[config.mk]
export PLATFORM = sky130hd
export DESIGN_NAME = writeback_buffer_flat
export DESIGN_NICKNAME = d
export VERILOG_FILES = /design/src/rtl/writeback_buffer_if.sv /design/src/rtl/writeback_buffer.sv /design/src/flat_wrapper.sv
export SDC_FILE = /design/constraint.sdc
export NUM_CORES = 2
export LEC_CHECK = 0
export ABC_CLOCK_PERIOD_IN_PS = 37500
export CAP_MARGIN = 20
export CORE_ASPECT_RATIO = 1.5
export CORE_UTILIZATION = 52
export DETAILED_ROUTE_END_ITERATION = 8
export PLACE_DENSITY = 0.77
export SYNTH_ARGS = -nofsm -noshare
export SYNTH_HDL_FRONTEND = slang
export SYNTH_SLANG_ARGS = --single-unit
[constraint.sdc]
create_clock -name clk -period 37.5 [get_ports clk]
set_input_delay 3.75 -clock clk [delete_from_list [all_inputs] [get_ports clk]]
set_output_delay 3.75 -clock clk [all_outputs]
set_load 0.02 [all_outputs]
[src/rtl/writeback_buffer_if.sv]
// Eviction, probe and memory-write signals of the writeback buffer.
// The buffer connects through the slave modport; the cache/memory side uses master.
interface writeback_buffer_if #(
    parameter int unsigned BLOCK_ADDR_W = 8,
    parameter int unsigned BLOCK_SIZE   = 16,
    parameter int unsigned WORD_W       = 32
);
    localparam int unsigned OFF_W = $clog2(BLOCK_SIZE);
    localparam int unsigned BLK_W = BLOCK_SIZE * WORD_W;

    logic                      evict_valid;
    logic                      evict_ready;
    logic [BLOCK_ADDR_W-1:0]   evict_addr;
    logic [BLK_W-1:0]          evict_data;
    logic [BLOCK_ADDR_W-1:0]   probe_addr;
    logic                      probe_hit;
    logic [BLK_W-1:0]          probe_data;
    logic                      mem_wvalid;
    logic                      mem_wready;
    logic [BLOCK_ADDR_W+OFF_W-1:0] mem_waddr;
    logic [WORD_W-1:0]         mem_wdata;
    logic                      mem_wlast;

    modport slave (
        input  evict_valid, evict_addr, evict_data, probe_addr, mem_wready,
        output evict_ready, probe_hit, probe_data, mem_wvalid, mem_waddr, mem_wdata, mem_wlast
    );

    modport master (
        output evict_valid, evict_addr, evict_data, probe_addr, mem_wready,
        input  evict_ready, probe_hit, probe_data, mem_wvalid, mem_waddr, mem_wdata, mem_wlast
    );
endinterface

[src/rtl/writeback_buffer.sv]
// Circular queue of dirty evicted blocks drained word-by-word to memory,
// with same-address coalescing and a combinational probe for miss fills.
module writeback_buffer #(
    parameter int unsigned DEPTH        = 4,
    parameter int unsigned BLOCK_ADDR_W = 8,
    parameter int unsigned BLOCK_SIZE   = 16,
    parameter int unsigned WORD_W       = 32
) (
    input  logic                         clk,
    input  logic                         rst,
    writeback_buffer_if.slave            bus,
    output logic [$clog2(DEPTH+1)-1:0]   count,
    output logic                         empty
);
    localparam int unsigned OFF_W = $clog2(BLOCK_SIZE);
    localparam int unsigned PTR_W = $clog2(DEPTH);
    localparam int unsigned CNT_W = $clog2(DEPTH + 1);
    localparam int unsigned BLK_W = BLOCK_SIZE * WORD_W;
    localparam logic [OFF_W-1:0] LAST_IDX = OFF_W'(BLOCK_SIZE - 1);

    typedef enum logic {IDLE, BURST} state_e;

    state_e                  state_q, state_d;
    logic [PTR_W-1:0]        head_q, head_d;
    logic [PTR_W-1:0]        tail_q, tail_d;
    logic [CNT_W-1:0]        count_q, count_d;
    logic [OFF_W-1:0]        word_idx_q, word_idx_d;
    logic [DEPTH-1:0]        valid_q, valid_d;
    logic [BLOCK_ADDR_W-1:0] addr_q [DEPTH];
    logic [BLOCK_ADDR_W-1:0] addr_d [DEPTH];
    logic [BLK_W-1:0]        data_q [DEPTH];
    logic [BLK_W-1:0]        data_d [DEPTH];

    logic                    accept;
    logic                    retire;
    logic                    coal_hit;
    logic [PTR_W-1:0]        coal_idx;
    logic                    probe_sel;
    logic [PTR_W-1:0]        probe_idx;

    assign bus.evict_ready = (count_q != CNT_W'(DEPTH));
    assign accept          = bus.evict_valid && bus.evict_ready;
    assign retire          = (state_q == BURST) && bus.mem_wready && (word_idx_q == LAST_IDX);
    assign count           = count_q;
    assign empty           = (count_q == '0);

    // Queue update and drain sequencing
    always_comb begin
        state_d    = state_q;
        head_d     = head_q;
        tail_d     = tail_q;
        count_d    = count_q;
        word_idx_d = word_idx_q;
        valid_d    = valid_q;
        addr_d     = addr_q;
        data_d     = data_q;
        coal_hit   = 1'b0;
        coal_idx   = '0;

        // The head is frozen once its burst has started, so it cannot absorb a repeat eviction
        for (int unsigned i = 0; i < DEPTH; i++) begin
            if (valid_q[i] && (addr_q[i] == bus.evict_addr) &&
                !((state_q == BURST) && (PTR_W'(i) == head_q))) begin
                coal_hit = 1'b1;
                coal_idx = PTR_W'(i);
            end
        end

        if (accept) begin
            if (coal_hit) begin
                data_d[coal_idx] = bus.evict_data;
            end else begin
                valid_d[tail_q] = 1'b1;
                addr_d[tail_q]  = bus.evict_addr;
                data_d[tail_q]  = bus.evict_data;
                tail_d          = tail_q + PTR_W'(1);
            end
        end

        case (state_q)
            IDLE: begin
                if (count_q != '0) begin
                    state_d    = BURST;
                    word_idx_d = '0;
                end
            end
            BURST: begin
                if (bus.mem_wready) begin
                    word_idx_d = word_idx_q + OFF_W'(1);
                    if (word_idx_q == LAST_IDX) begin
                        valid_d[head_q] = 1'b0;
                        head_d          = head_q + PTR_W'(1);
                        state_d         = IDLE;
                    end
                end
            end
            default: state_d = IDLE;
        endcase

        case ({accept && !coal_hit, retire})
            2'b10:   count_d = count_q + CNT_W'(1);
            2'b01:   count_d = count_q - CNT_W'(1);
            default: count_d = count_q;
        endcase
    end

    // Memory write port decodes the head entry at the current word
    always_comb begin
        bus.mem_wvalid = 1'b0;
        bus.mem_waddr  = '0;
        bus.mem_wdata  = '0;
        bus.mem_wlast  = 1'b0;
        if (state_q == BURST) begin
            bus.mem_wvalid = 1'b1;
            bus.mem_waddr  = {addr_q[head_q], word_idx_q};
            bus.mem_wdata  = data_q[head_q][word_idx_q * WORD_W +: WORD_W];
            bus.mem_wlast  = (word_idx_q == LAST_IDX);
        end
    end

    // A non-head match is always newer than a matching head, so it wins
    always_comb begin
        probe_sel = 1'b0;
        probe_idx = '0;
        for (int unsigned i = 0; i < DEPTH; i++) begin
            if (valid_q[i] && (addr_q[i] == bus.probe_addr) &&
                (!probe_sel || (PTR_W'(i) != head_q))) begin
                probe_sel = 1'b1;
                probe_idx = PTR_W'(i);
            end
        end
        bus.probe_hit  = probe_sel;
        bus.probe_data = probe_sel ? data_q[probe_idx] : '0;
    end

    always_ff @(posedge clk) begin
        if (rst) begin
            state_q    <= IDLE;
            head_q     <= '0;
            tail_q     <= '0;
            count_q    <= '0;
            word_idx_q <= '0;
            valid_q    <= '0;
        end else begin
            state_q    <= state_d;
            head_q     <= head_d;
            tail_q     <= tail_d;
            count_q    <= count_d;
            word_idx_q <= word_idx_d;
            valid_q    <= valid_d;
        end
    end

    // Payload storage is qualified by valid_q and needs no reset
    always_ff @(posedge clk) begin
        addr_q <= addr_d;
        data_q <= data_d;
    end
endmodule

[src/flat_wrapper.sv]
// flat-port wrapper written by rule: the top's interface ports become plain ports
module writeback_buffer_flat 
#(
    parameter int unsigned DEPTH        = 4,
    parameter int unsigned BLOCK_ADDR_W = 8,
    parameter int unsigned BLOCK_SIZE   = 16,
    parameter int unsigned WORD_W       = 32
)
  (clk, rst, count, empty, bus_evict_valid, bus_evict_addr, bus_evict_data, bus_probe_addr, bus_mem_wready, bus_evict_ready, bus_probe_hit, bus_probe_data, bus_mem_wvalid, bus_mem_waddr, bus_mem_wdata, bus_mem_wlast);
  writeback_buffer_if #(.BLOCK_ADDR_W(BLOCK_ADDR_W), .BLOCK_SIZE(BLOCK_SIZE), .WORD_W(WORD_W)) bus_i ();
  input  logic clk;
  input  logic rst;
  output logic [$clog2(DEPTH+1)-1:0] count;
  output logic empty;
  input wire logic [$bits(bus_i.evict_valid)-1:0] bus_evict_valid;
  input wire logic [$bits(bus_i.evict_addr)-1:0] bus_evict_addr;
  input wire logic [$bits(bus_i.evict_data)-1:0] bus_evict_data;
  input wire logic [$bits(bus_i.probe_addr)-1:0] bus_probe_addr;
  input wire logic [$bits(bus_i.mem_wready)-1:0] bus_mem_wready;
  output wire logic [$bits(bus_i.evict_ready)-1:0] bus_evict_ready;
  output wire logic [$bits(bus_i.probe_hit)-1:0] bus_probe_hit;
  output wire logic [$bits(bus_i.probe_data)-1:0] bus_probe_data;
  output wire logic [$bits(bus_i.mem_wvalid)-1:0] bus_mem_wvalid;
  output wire logic [$bits(bus_i.mem_waddr)-1:0] bus_mem_waddr;
  output wire logic [$bits(bus_i.mem_wdata)-1:0] bus_mem_wdata;
  output wire logic [$bits(bus_i.mem_wlast)-1:0] bus_mem_wlast;
  assign bus_i.evict_valid = bus_evict_valid;
  assign bus_i.evict_addr = bus_evict_addr;
  assign bus_i.evict_data = bus_evict_data;
  assign bus_i.probe_addr = bus_probe_addr;
  assign bus_i.mem_wready = bus_mem_wready;
  assign bus_evict_ready = bus_i.evict_ready;
  assign bus_probe_hit = bus_i.probe_hit;
  assign bus_probe_data = bus_i.probe_data;
  assign bus_mem_wvalid = bus_i.mem_wvalid;
  assign bus_mem_waddr = bus_i.mem_waddr;
  assign bus_mem_wdata = bus_i.mem_wdata;
  assign bus_mem_wlast = bus_i.mem_wlast;
  writeback_buffer #(.DEPTH(DEPTH), .BLOCK_ADDR_W(BLOCK_ADDR_W), .BLOCK_SIZE(BLOCK_SIZE), .WORD_W(WORD_W)) u_core (.clk(clk), .rst(rst), .bus(bus_i), .count(count), .empty(empty));
endmodule
; Word level (Yosys, flattened, before mapping)
; Cells that the tools add are included.
[op_classes]
shifts = 1
bitwise = 9
n_reduce_logical = 45
n_eq_ne = 20
magnitude_cmp = 10
muxes = 55
add_sub_neg = 5
[op_table]
columns = cell, n
row1 = 2048-bit bitwise mux, 2
row2 = 512-bit 2-to-1 mux, 7
row3 = 512-bit binary-select mux with 2-bit select, 2
row4 = 512-bit demux with 2-bit select, 2
row5 = 2048-bit 2-to-1 mux, 1
row6 = 512-bit by 10-bit indexed part select with 32-bit output, 1
row7 = 8-bit == test, 8
row8 = 32-bit bitwise mux, 1
row9 = 32-bit 2-to-1 mux, 1
row10 = 4-bit 2-to-1 mux, 7
row11 = 1-bit logical AND, 27
row12 = 8-bit 2-to-1 mux, 3
row13 = 1-bit 2-to-1 mux, 17
row14 = 8-bit binary-select mux with 2-bit select, 1
row15 = 8-bit demux with 2-bit select, 1
row16 = "3-bit greater-or-equal comparator, second input constant", 4
row17 = 12-bit 2-to-1 mux, 1
row18 = 2-bit inverter with 3-bit output, 4
row19 = 1-bit logical NOT, 8
row20 = 2-bit 2-to-1 mux, 4
row21 = 4-bit case mux with 2 select lines, 1
row22 = "2-bit by 3-bit < comparator with 1-bit output, second input constant", 2
row23 = "3-bit by 1-bit < comparator with 1-bit output, second input constant", 2
row24 = 3-bit case mux with 2 select lines, 1
row25 = other kinds (28), 37
[word_totals]
output_inout_bits = 564
register_bits = 2096

; Longest topological paths before layout
[logic_depth]
depth_word = 20
depth_mapped = 20

; Worst setup path before layout
; Ideal clock, no wire load.
[synth_path]
path_kind = input to register
start = input bus_evict_addr[7]
end = register u_core.data_q[1000] (netlist name), enable pin
setup_slack_ns = -3.404
path_stages = 5
arrival_ns = 38.887
required_ns = 35.484
path_cell_list = xor2_1 -> nor4_1 -> and4_1 -> a31oi_1 -> nor3_1
[synth_rtl]
columns = item, line_no
row1 = start: declaration, flat_wrapper.sv:16  ; input wire logic [$bits(bus_i.evict_addr)-1:0] bus_evict_addr;
row2 = end signal: assignment, writeback_buffer.sv:157  ; data_q <= data_d;
row3 = end: declaration, writeback_buffer.sv:31  ; logic [BLK_W-1:0] data_q [DEPTH];

; Worst setup path after layout
[layout_path]
start = input bus_probe_addr[5]
end = output bus_probe_data[360]
[layout_via]
elab_chain_cells = 20
elab_cells_between_ends = 29
cone_classes = eq/ne (4) / mux (11) / bitwise (1) / reduce/logical (13)
[layout_rtl]
columns = item, line_no
row1 = start: declaration, flat_wrapper.sv:18  ; input wire logic [$bits(bus_i.probe_addr)-1:0] bus_probe_addr;
row2 = 8-bit == test, writeback_buffer.sv:126  ; if (valid_q[i] && (addr_q[i] == bus.probe_addr) &&
row3 = 1-bit logical AND, writeback_buffer.sv:126
row4 = 1-bit 2-to-1 mux, writeback_buffer.sv:126
row5 = 1-bit logical NOT, writeback_buffer.sv:127  ; (!probe_sel || (PTR_W'(i) != head_q))) begin
row6 = 1-bit logical OR, writeback_buffer.sv:127
row7 = 1-bit logical AND, writeback_buffer.sv:126
row8 = 1-bit 2-to-1 mux, writeback_buffer.sv:126
row9 = 1-bit logical NOT, writeback_buffer.sv:127
row10 = (+3 left out), n/a
row11 = 1-bit logical NOT, writeback_buffer.sv:127
row12 = 1-bit logical OR, writeback_buffer.sv:127
row13 = 1-bit logical AND, writeback_buffer.sv:126
row14 = 2-bit 2-to-1 mux, writeback_buffer.sv:126
row15 = 2-bit inverter with 3-bit output (not written as such), writeback_buffer.sv:133  ; bus.probe_data = probe_sel ? data_q[probe_idx] : '0;
row16 = 512-bit binary-select mux with 2-bit select, writeback_buffer.sv:133
row17 = 512-bit 2-to-1 mux (not written as such) (2 in a row), writeback_buffer.sv:133
row18 = 512-bit 2-to-1 mux *, writeback_buffer.sv:133
row19 = end: declaration, flat_wrapper.sv:22  ; output wire logic [$bits(bus_i.probe_data)-1:0] bus_probe_data;
; Mark *: on every way between the ends. The rest lies on a longest branch, timed or not. The select of a mux whose other input is x is not followed.

==> impl_metrics.py <==
metrics = {
    "detailed_routing": {
        "drtPass1Iterations": 9,
        "route.detailed.wl_per_inst_microns": 35.2,
        "wl_microns": 420000,
        "remaining_drc_errors": 1,
        "ant_nets": 0,
        "vias": 81800,
        "drt_iter0_markers": 12100,
        "vias_per_cell": 6.86,
    },
    "placed_design": {
        "io_buffers": 1095,
        "place_hpwl_microns": 265000,
        "gp_congestion": 0.943,
        "dpl_worst_slack_ns": 23.59,
    },
    "critical_path": {
        "crit_family": "buffers and inverters",
        "path_max_fanout": 67,
        "cp_num_buf_inv": 6,
        "worstSetupPathType": "input port to output port",
        "crit_path_end_kind": "output port",
        "path_cells": "clkdlybuf4s50_1 -> xnor2_1 -> nand3_1 -> nor3_1 -> o31ai_1 -> nand2_4 -> buf_4 -> buf_4 -> buf_4 -> buf_4 -> o221ai_1 -> clkdlybuf4s50_1",
        "rr_endpoint": "u_core.data_q[1793]",
        "arrival_ns": 10.44,
        "slowest_stage": "buf_4",
        "path_common_cell": "buf_4",
        "required_ns": 33.75,
        "reg2reg_slack_ns": 28.80,
        "r2r_cells": 14,
        "max_stage_delay_ns": 0.93,
        "critPathLaunchType": "input port",
        "r2r-start": "u_core.head_q[0]",
    },
    "die": {
        "ios": 1096,
        "die_area_sq_um": 213000,
        "rows": 206,
        "core_sq_um": 210000,
        "die_w_microns": 377,
        "die_height_microns": 565,
        "start_util": 0.523,
    },
    "power": {
        "pwr-share-comb": 0.109,
        "p_seq_frac": 0.523,
        "power_mw": 5.33,
        "p_switching_mw": 1.31,
        "p_sw_frac": 0.245,
        "power_density_nw_per_um2": 41.5,
        "p_clk_frac": 0.368,
        "cellLeakagePower_nw": 45.9,
        "ir_drop_v": 0.0000428,
        "power_report.internal_total_mw": 4.02,
    },
    "final_layout": {
        "syn_to_final_growth_pct": 17.1,
        "fill_cells": 15900,
        "final_nets": 9383,
        "final_core_util": 0.613,
        "final_cell_mix": "edfxtp_1, clkdlybuf4s50_1, and2_1",
        "final_common_cell": "edfxtp_1",
        "layout-drive-gt1-share": 0.109,
    },
    "synth": {
        "ys_seq_area_frac": 0.572,
        "netlist_area_sq_um": 110000,
        "netlist_instances": 8160,
        "ys_warn_count": 0,
        "synth_ff_type": "edfxtp_1",
        "yosysUniqueCellTypes": 59,
        "async_flop_share": 0,
        "ys_seq_elements": 2096,
        "synth_fp_nets": 8703,
        "synth_edf_count": 2080,
        "syn_area_per_cell_sq_um": 13.5,
    },
    "global_routing": {
        "grt_overflow": 0,
        "grt_pass1_vias": 79300,
        "grt_max_degree": 168,
        "grtUsageTotal": 0.381,
        "grt_pass1_wl_microns": 580000,
        "antenna_found_initial": 159,
    },
    "run_status": {
        "violations": "DRC",
        "status": "finished, violations left",
    },
    "clocking": {
        "ctsHoldBuffers": 0,
        "clk_latency_ns": 0.87,
        "cts-resized-gates": 0,
        "cts_tree": "built",
        "h-tree-depth": 4,
        "clk_pin_slew_ns": 0.06,
        "root_buffer": "clkbuf_16",
        "cts_sinks": 2096,
        "cts_max_path_buffers": 4,
        "postCtsSetupBuffers": 0,
        "cts_buffers": 202,
    },
    "timing": {
        "setup_viol": 0,
        "hold_viol": 0,
        "fin_skew_ns": 0.0573,
        "rsz0062_at_grt": "false",
        "drv_slew": 0,
        "period_needed_ns": 14.19,
        "setup_ws_ns": 23.31,
        "hold_ws_ns": 0.537,
        "fin_tns_setup_ns": 0,
        "tightest_slew_ns": 1.35,
        "fmax_ghz": 0.0705,
        "post-route-period-util": 0.378,
        "max_slew_margin": 0.102,
    },
    "hold_path": {
        "min_from": "u_core.tail_q[1]",
        "hold_end": "u_core.tail_q[1]",
        "whs_path_depth": 2,
        "min_path_type": "flip-flop to flip-flop",
    },
    "job": {
        "maxCapViolations": 0,
    },
}
## registers in the layout, summed over array words and instances (netlist names)
signal	flops
u_core.count	3
u_core.tail_q	2
u_core.word_idx_q	4
u_core.state_q	1
u_core.head_q	2
u_core.valid_q	4
u_core.data_q	2048
u_core.addr_q	32
## Yosys cell counts (all sizes together), types with 3 or more instances
master	count	area [sq um]
edfxtp	2080	62500
and2	1043	6530
inv	524	1970
mux4	522	11800
nand3	521	2610
nor2b	517	3230
mux2i	515	5150
and3	513	3210
o221ai	512	4610
clkbuf	502	1890
buf	266	1730
a22oi	187	1400
a21oi	132	661
nor2	56	213
o21ai	35	175
xnor2	35	307
a22o	32	280
a221o	31	310
xor2	31	272
dfxtp	16	320
nand2	14	52.6
nor3	11	55.1
ha	10	125
nand4	9	56.3
nor4	6	52.6
a211oi	5	37.5
nand2b	5	31.3
o21a	4	30.0
or3	3	18.8
## logic make-up (layout without fill, tap and decap cells)
logic type / count (synthesis) / count (layout) / synth area share
AO/OA/AOI/OAI: 954 / 954 / 0.0697
XOR/XNOR: 66 / 66 / 0.00527
adder cells (fa/ha/maj): 11 / 11 / 0.00132
buffers and inverters: 1292 / 2118 / 0.0509
flip-flops: 2096 / 2096 / 0.572
multiplexers: 1038 / 1038 / 0.154
other: 0 / 123 / 0
AND/OR/NAND/NOR: 2703 / 2703 / 0.147
## cell type report
class	count	area (sq um)	area share
sequential	2096	62800	0.489
multi-input combinational	4772	41600	0.323
timing repair buffer	1244	12300	0.0959
clock buffer	243	5270	0.0410
tap	2808	3510	0.0273
inverter	524	1970	0.0153
clock inverter	107	796	0.00619
antenna	123	308	0.00239
## worst register-to-register path, stage by stage, from the launching register on
cell and delay [ns]:
dfxtp_4 0.52, buf_4 0.56, inv_1 0.21, ha_1 0.34, a21oi_1 0.13, and4_1 0.27
a41oi_4 0.17, buf_4 0.78, o211a_4 0.71, nor2b_4 0.26, buf_4 0.80, buf_4 0.86
buf_4 0.81, buf_4 0.95, buf_4 0.89
## metal layers
metal / vias to the layer above / track usage / wire (microns) / part of all wire
li1: 32600 / - / - / -
met1: 41000 / 0.438 / 132000 / 0.32
met2: 6583 / 0.581 / 191000 / 0.45
met3: 1441 / 0.131 / 57200 / 0.14
met4: 98 / 0.302 / 38700 / 0.092
met5: - / 0 / 629 / 0.0015
## worst max path at each step
stage                      startpoint                   to  cells past startpoint
floorplan           bus_evict_addr[5]  u_core.data_q[1536]                      9
global placement    bus_probe_addr[5]  bus_probe_data[360]                     12
detailed placement  bus_probe_addr[5]  bus_probe_data[360]                     12
CTS                 bus_probe_addr[5]  bus_probe_data[360]                     12
global route        bus_probe_addr[3]  bus_probe_data[360]                     12
finish              bus_probe_addr[5]  bus_probe_data[360]                     12
## power groups by stage
stage / Combinational (mW) / Clock (mW) / Sequential (mW)
final: 0.582 / 1.96 / 2.79
after global routing: 0.604 / 2.04 / 2.79
after CTS: 0.570 / 1.96 / 2.78
after detailed placement: 0.567 / 0 / 2.83
after global placement: 0.555 / 0 / 2.82
after floorplan: 0.312 / 0 / 2.90
## metrics by stage
step,std cells,cell area (sq um)
after floorplan,8160,110000
after global placement,11400,122000
after detailed placement,11400,122000
after CTS,11800,128000
after global routing,11900,128000
final,11900,129000
Note: power is estimated with default switching activity, not from simulation.
